File: src/rtl/uart_result_tx.sv
// Serialises one framed result or status packet as 8N1 UART and pulses done at frame end.
// Frame: 0xA5, payload bytes, XOR checksum of the payload bytes.
//
// state     | meaning
// IDLE      | line high, waiting for an accepted start request
// START_BIT | driving the start bit (0) of the current byte
// DATA_BITS | driving data bits 0..7, LSB first
// STOP_BIT  | driving the stop bit (1); then the next byte or DONE
// DONE      | one-cycle done pulse, busy low, a new request may be accepted
module uart_result_tx #(
  parameter int CLKS_PER_BIT = 868,
  parameter int NUM_WORDS    = 3,
  parameter int WORD_W       = 16
) (
  input  logic                          clk,
  input  logic                          reset,
  input  logic                          UART_start,
  input  logic [1:0]                    UART_input_sel,
  input  logic [NUM_WORDS*WORD_W-1:0]   result_words,
  input  logic [7:0]                    status_in,
  output logic                          tx,
  output logic                          busy,
  output logic                          UART_transmission_done
);

  localparam int NPAY       = NUM_WORDS * WORD_W / 8;
  localparam int BPW        = WORD_W / 8;
  localparam int NBYTES_MAX = 2 + NPAY;
  localparam int IDXW       = $clog2(NBYTES_MAX + 1);
  localparam int BAUDW      = $clog2(CLKS_PER_BIT);
  localparam logic [BAUDW-1:0] BAUD_LAST = BAUDW'(CLKS_PER_BIT - 1);
  localparam logic [7:0]       SYNC_BYTE = 8'hA5;
  localparam logic [IDXW-1:0]  LAST_RESULT = IDXW'(NPAY + 1);
  localparam logic [IDXW-1:0]  LAST_STATUS = IDXW'(2);

  typedef enum logic [2:0] {
    IDLE      = 3'd0,
    START_BIT = 3'd1,
    DATA_BITS = 3'd2,
    STOP_BIT  = 3'd3,
    DONE      = 3'd4
  } state_t;

  state_t                r_state;
  logic [BAUDW-1:0]      r_baud;
  logic [2:0]            r_bit_idx;
  logic [IDXW-1:0]       r_byte_idx;
  logic [IDXW-1:0]       r_last_idx;
  logic [7:0]            r_byte;
  logic [7:0]            r_chk;
  logic [NPAY*8-1:0]     r_payload;

  logic                  w_accept;
  logic                  w_sel_status;
  logic [IDXW-1:0]       w_next_idx;
  logic [2:0]            w_bit_next;
  logic [7:0]            w_pay_byte;
  logic [NPAY*8-1:0]     w_result_pay;
  logic [NPAY*8-1:0]     w_status_pay;

  assign w_sel_status = (UART_input_sel == 2'b10);
  assign w_accept     = UART_start && !busy &&
                        ((UART_input_sel == 2'b01) || (UART_input_sel == 2'b10));
  assign w_next_idx   = r_byte_idx + IDXW'(1);
  assign w_bit_next   = r_bit_idx + 3'd1;

  // Payload is stored in transmit order: word 0 first, each word MSB byte first.
  always_comb begin
    w_result_pay = '0;
    for (int w = 0; w < NUM_WORDS; w++) begin
      for (int b = 0; b < BPW; b++) begin
        w_result_pay[(w*BPW + b)*8 +: 8] = result_words[w*WORD_W + (BPW-1-b)*8 +: 8];
      end
    end
    w_status_pay      = '0;
    w_status_pay[7:0] = status_in;
  end

  // Byte index n (1..last-1) carries payload byte n-1.
  always_comb begin
    w_pay_byte = 8'h00;
    for (int p = 0; p < NPAY; p++) begin
      if (w_next_idx == IDXW'(p + 1)) w_pay_byte = r_payload[p*8 +: 8];
    end
  end

  always_ff @(posedge clk) begin
    if (reset) begin
      r_state                <= IDLE;
      r_baud                 <= '0;
      r_bit_idx              <= '0;
      r_byte_idx             <= '0;
      r_last_idx             <= '0;
      r_byte                 <= '0;
      r_chk                  <= '0;
      r_payload              <= '0;
      tx                     <= 1'b1;
      busy                   <= 1'b0;
      UART_transmission_done <= 1'b0;
    end else begin
      UART_transmission_done <= 1'b0;
      case (r_state)
        IDLE, DONE: begin
          if (w_accept) begin
            r_state    <= START_BIT;
            r_baud     <= '0;
            r_bit_idx  <= '0;
            r_byte_idx <= '0;
            r_byte     <= SYNC_BYTE;
            r_chk      <= 8'h00;
            r_payload  <= w_sel_status ? w_status_pay : w_result_pay;
            r_last_idx <= w_sel_status ? LAST_STATUS : LAST_RESULT;
            tx         <= 1'b0;
            busy       <= 1'b1;
          end else begin
            r_state <= IDLE;
            tx      <= 1'b1;
          end
        end
        START_BIT: begin
          if (r_baud == BAUD_LAST) begin
            r_baud    <= '0;
            r_bit_idx <= '0;
            tx        <= r_byte[0];
            r_state   <= DATA_BITS;
          end else begin
            r_baud <= r_baud + BAUDW'(1);
          end
        end
        DATA_BITS: begin
          if (r_baud == BAUD_LAST) begin
            r_baud <= '0;
            if (r_bit_idx == 3'd7) begin
              r_bit_idx <= '0;
              tx        <= 1'b1;
              r_state   <= STOP_BIT;
            end else begin
              r_bit_idx <= w_bit_next;
              tx        <= r_byte[w_bit_next];
            end
          end else begin
            r_baud <= r_baud + BAUDW'(1);
          end
        end
        STOP_BIT: begin
          if (r_baud == BAUD_LAST) begin
            r_baud <= '0;
            if (r_byte_idx == r_last_idx) begin
              r_byte_idx             <= '0;
              r_state                <= DONE;
              busy                   <= 1'b0;
              UART_transmission_done <= 1'b1;
            end else begin
              // Checksum folds in each payload byte as it is loaded.
              r_byte_idx <= w_next_idx;
              r_state    <= START_BIT;
              tx         <= 1'b0;
              if (w_next_idx == r_last_idx) begin
                r_byte <= r_chk;
              end else begin
                r_byte <= w_pay_byte;
                r_chk  <= r_chk ^ w_pay_byte;
              end
            end
          end else begin
            r_baud <= r_baud + BAUDW'(1);
          end
        end
        default: begin
          r_state <= IDLE;
          tx      <= 1'b1;
          busy    <= 1'b0;
        end
      endcase
    end
  end

endmodule

File: config.mk
export PLATFORM = sky130hd
export DESIGN_NAME = uart_result_tx
export DESIGN_NICKNAME = d
export VERILOG_FILES = /design/src/rtl/uart_result_tx.sv
export SDC_FILE = /design/constraint.sdc
export NUM_CORES = 1
export LEC_CHECK = 0
export CORE_ASPECT_RATIO = 0.7
export CORE_MARGIN = 2
export CORE_UTILIZATION = 49
export CTS_CLUSTER_DIAMETER = 100
export DETAILED_ROUTE_END_ITERATION = 10
export PLACE_DENSITY_LB_ADDON = 0.15
export SLEW_MARGIN = 20
export SYNTH_ARGS = -nofsm -noshare
export SYNTH_HDL_FRONTEND = slang
export SYNTH_SLANG_ARGS = --single-unit
File: constraint.sdc
create_clock -name clk -period 2 [get_ports clk]
set_input_delay 0.4 -clock clk [delete_from_list [all_inputs] [get_ports clk]]
set_output_delay 0.4 -clock clk [all_outputs]
set_load 0.1 [all_outputs]
==> flow_metrics.tcl, run 1 <==
set metrics [dict create \
    status "finished, violations left" \
    violations "negative setup slack" \
    syn_area_per_cell_um2 8.98 \
    drt-total-wl_um 12500 \
    synthToLayoutAreaGrowth_pct 48.1 \
    rows 28 \
    globalRoute.totalOverflow 0 \
    ios 64 \
    dr.pass1.iters 5 \
    synth_top_family_by_area "compound AO/OA/AOI/OAI gates" \
    hpwl_um 8090 \
    min_to "r_payload[20]$_SDFFE_PP0P_" \
    cpMaxStageDelayCell "mux4_2" \
    power_density_mw_per_mm2 695 \
    timing.final.crit_share 1.06 \
    clockBufferDepth 2 \
    start_util 0.506 \
    yosysWarnings 0 \
    cts_root_buffer "clkbuf_16" \
    yosys.area_share.simple 0.175 \
    critPathMaxFanout 3 \
    synth_edf_count 0 \
    first_global_vias 3917 \
    setup_viol 13 \
    grt_usage 0.256 \
    cts_tree "yes" \
    drive_gt1_frac 0.309 \
    crit_chain "ha_4 -> ha_4 -> mux4_2 -> mux2_4 -> o21ai_4 -> a41oi_2 -> or2_1" \
    synthArstFlopShare 0 \
    ys.flop_type "dfxtp_1" \
    core_area_mm2 0.00851 \
    setup_ws_ps -125 \
    grt_pass1_wl_um 18900 \
    vias 4192 \
    syn-num-nets 550 \
    r2r_end "tx$_SDFFE_PP1P_" \
    cp.required_ps 2230 \
    synthXorXnorAreaFrac 0.0102 \
    rsz0062_at_grt "yes" \
    synth_cell_type_count 65 \
    antenna_cells 0 \
    criticalPathCategory "flop to flop" \
    synth_fa_ha_area_frac 0.0261 \
    die_area_mm2 0.00958 \
    synth.ff_latch_count 89 \
    critPathMostFrequentCell "ha_4" \
    gp_congestion 0.873 \
    fp.dieW_um 116 \
    cts.htree.levels 3 \
    yosysSeqAreaShare 0.413 \
    fin_crit_ps 2130 \
    post-route-drc-count 0 \
    wl_per_cell_um 17.0 \
    antenna_found_initial 0 \
    nets 679 \
    worst-r2r-cell-count 7 \
    worst_setup_path_start_kind "flop" \
    cts_buffers 9 \
    synth-compound-area-share 0.292 \
    arrival_ps 2360 \
    rrSetupSlack_ps -130 \
    first_iter_violations 291 \
    synthCells 480 \
    worst_pin_slew_ps 626 \
    ir_drop_mv 0.425 \
    clkLatencyLatePin_ps 340 \
    grt_max_degree 42 \
    relSlewSlack 0.580 \
    clkTransAtPathRegs_ps 60 \
    antenna_left 0 \
    slowest_delay_ps 490 \
    die_y_um 82.5 \
    whs_ps 471 \
    critPathTopFamily "multiplexers" \
    synthesis.area_mm2 0.00431 \
    final_hold_viol_count 0 \
    crit_path_end_kind "flop" \
    portBuffers 63 \
    finalClockSkew_ps 6.14 \
    clkSinkCount 89 \
    min_path_type "flop to flop" \
    pre_cts_ws_ps -502 \
    hp-start "r_payload[20]$_SDFFE_PP0P_" \
    hold_depth 1 \
    timing.rr.start "r_bit_idx[1]$_SDFFE_PP0P_" \
    p_leak_uw 0.00249 \
    total_power_uw 4440 \
    vias_per_cell 5.71 \
    muxShareOfSynthArea 0.0366 \
    postCtsHoldBufs 0 \
    max_clock_freq_mhz 471 \
    drv_cap 0 \
    crit_buf_inv 0 \
    drv_slew 0 \
]
==> final cells by class <==
cell class,count,area [um2]
Timing Repair Buffer,151,1380
Tap cell,120,150
Fill cell,584,2130
Multi-Input combinational cell,345,2670
Clock buffer,13,293
Clock inverter,3,42.5
Sequential cell,89,1800
Inverter,13,48.8
==> cell families (layout without fill, tap and decap cells) <==
family	Yosys count	count (layout)
compound gates	173	174
xor+xnor	5	5
fa+ha+maj	9	9
buf+inv	47	180
flops	89	89
mux	13	13
simple gates	144	144
==> cells in the mapped netlist, drive strengths merged (5+ instances only) <==
library cell,n,area (um2)
nand2b,14,87.6
buf,13,72.6
a22o,40,350
a21o,5,46.3
or3,9,62.6
mux2i,9,90.1
dfxtp,89,1780
and3,5,32.5
nand3,13,65.1
o21ai,39,195
nand2,39,146
inv,13,48.8
and3b,5,47.5
nand3b,5,37.5
nor3b,6,45.0
a21oi,46,245
nor2,38,153
ha,9,113
clkbuf,21,78.8
a211oi,9,67.6
==> where the power goes <==
group          internal, uW  switching [uW]  total, uW
registers              1850            57.2       1910
logic                   340             323        664
clock network          1150             712       1870
==> what timing repair did <==
item	4_1_cts	5_1_grt
endpoints found under the setup margin	22	30
cloned	1	0
resized for setup	56	43
pin swaps	32	26
setup buffers	15	12
==> registers in the layout, indices dropped and copies added, names as in the netlist <==
signal	flops
r_payload	48
r_baud	10
r_byte	8
r_chk	8
r_byte_idx	4
r_bit_idx	3
r_state	3
r_last_idx	2
UART_transmission_done	1
busy	1
tx	1
==> metal layers <==
layer | up-vias | share of wire | GRT usage
met4 | 0 | 0.015 | 0.0738
met1 | 1990 | 0.47 | 0.346
met3 | 25 | 0.067 | 0.0766
li1 | 2032 | - | -
met5 | - | 0 | 0
met2 | 145 | 0.45 | 0.400
==> how the worst max path moves through the flow <==
stage	start	to	slack, ps	cells past startpoint
floorplan	r_bit_idx[0]$_SDFFE_PP0P_	tx$_SDFFE_PP1P_	-20	7
global placement	UART_input_sel[0]	r_chk[0]$_SDFFE_PP0P_	-460	10
CTS	r_bit_idx[1]$_SDFFE_PP0P_	tx$_SDFFE_PP1P_	-120	7
detailed placement	UART_input_sel[0]	r_chk[3]$_SDFFE_PP0P_	-500	9
finish	r_bit_idx[1]$_SDFFE_PP0P_	tx$_SDFFE_PP1P_	-130	7
global route	r_bit_idx[1]$_SDFFE_PP0P_	tx$_SDFFE_PP1P_	-200	7
==> metrics by stage <==
| stage | area [um2] | util | setup TNS (ps) | cells |
|---|---|---|---|---|
| global route | 6380 | 0.750 | -1630 | 734 |
| floorplan | 4350 | - | -18.8 | 480 |
| finish | 6380 | 0.750 | -640 | 734 |
| global placement | 5500 | 0.646 | -24980 | 691 |
| CTS | 6160 | 0.723 | -348 | 722 |
| detailed placement | 5500 | 0.646 | -25520 | 691 |
==> placed cells by master (no fill, tap or decap), types with 4 or more instances in the layout <==
cell type / Yosys / layout
a211oi_1: 9 / 9
a21oi_1: 42 / 37
a21oi_2: 4 / 7
a22o_1: 40 / 40
a32o_2: 0 / 4
and3b_1: 4 / 4
buf_4: 1 / 69
buf_6: 1 / 17
clkbuf_16: 0 / 11
clkdlybuf4s50_1: 0 / 59
dfxtp_1: 89 / 80
dfxtp_2: 0 / 6
ha_4: 0 / 6
inv_1: 12 / 10
mux2i_1: 9 / 9
nand2_1: 39 / 34
nand2_2: 0 / 4
nand2b_1: 14 / 13
nand3_1: 13 / 10
nand3b_1: 5 / 5
nor2_1: 36 / 33
nor2_2: 1 / 4
nor3b_1: 6 / 5
o211a_1: 4 / 4
o211ai_1: 4 / 4
o21ai_0: 29 / 19
o21ai_1: 10 / 12
o21ai_2: 0 / 6
or3_1: 7 / 6
Power figures use the tool's default switching activity.
==> run 2: changes to the inputs <==
ABC_CLOCK_PERIOD_IN_PS = 2000   (was default)
==> results of run 2 <==
Same layout as run 1: the final DEF is identical, and so are final timing and power.
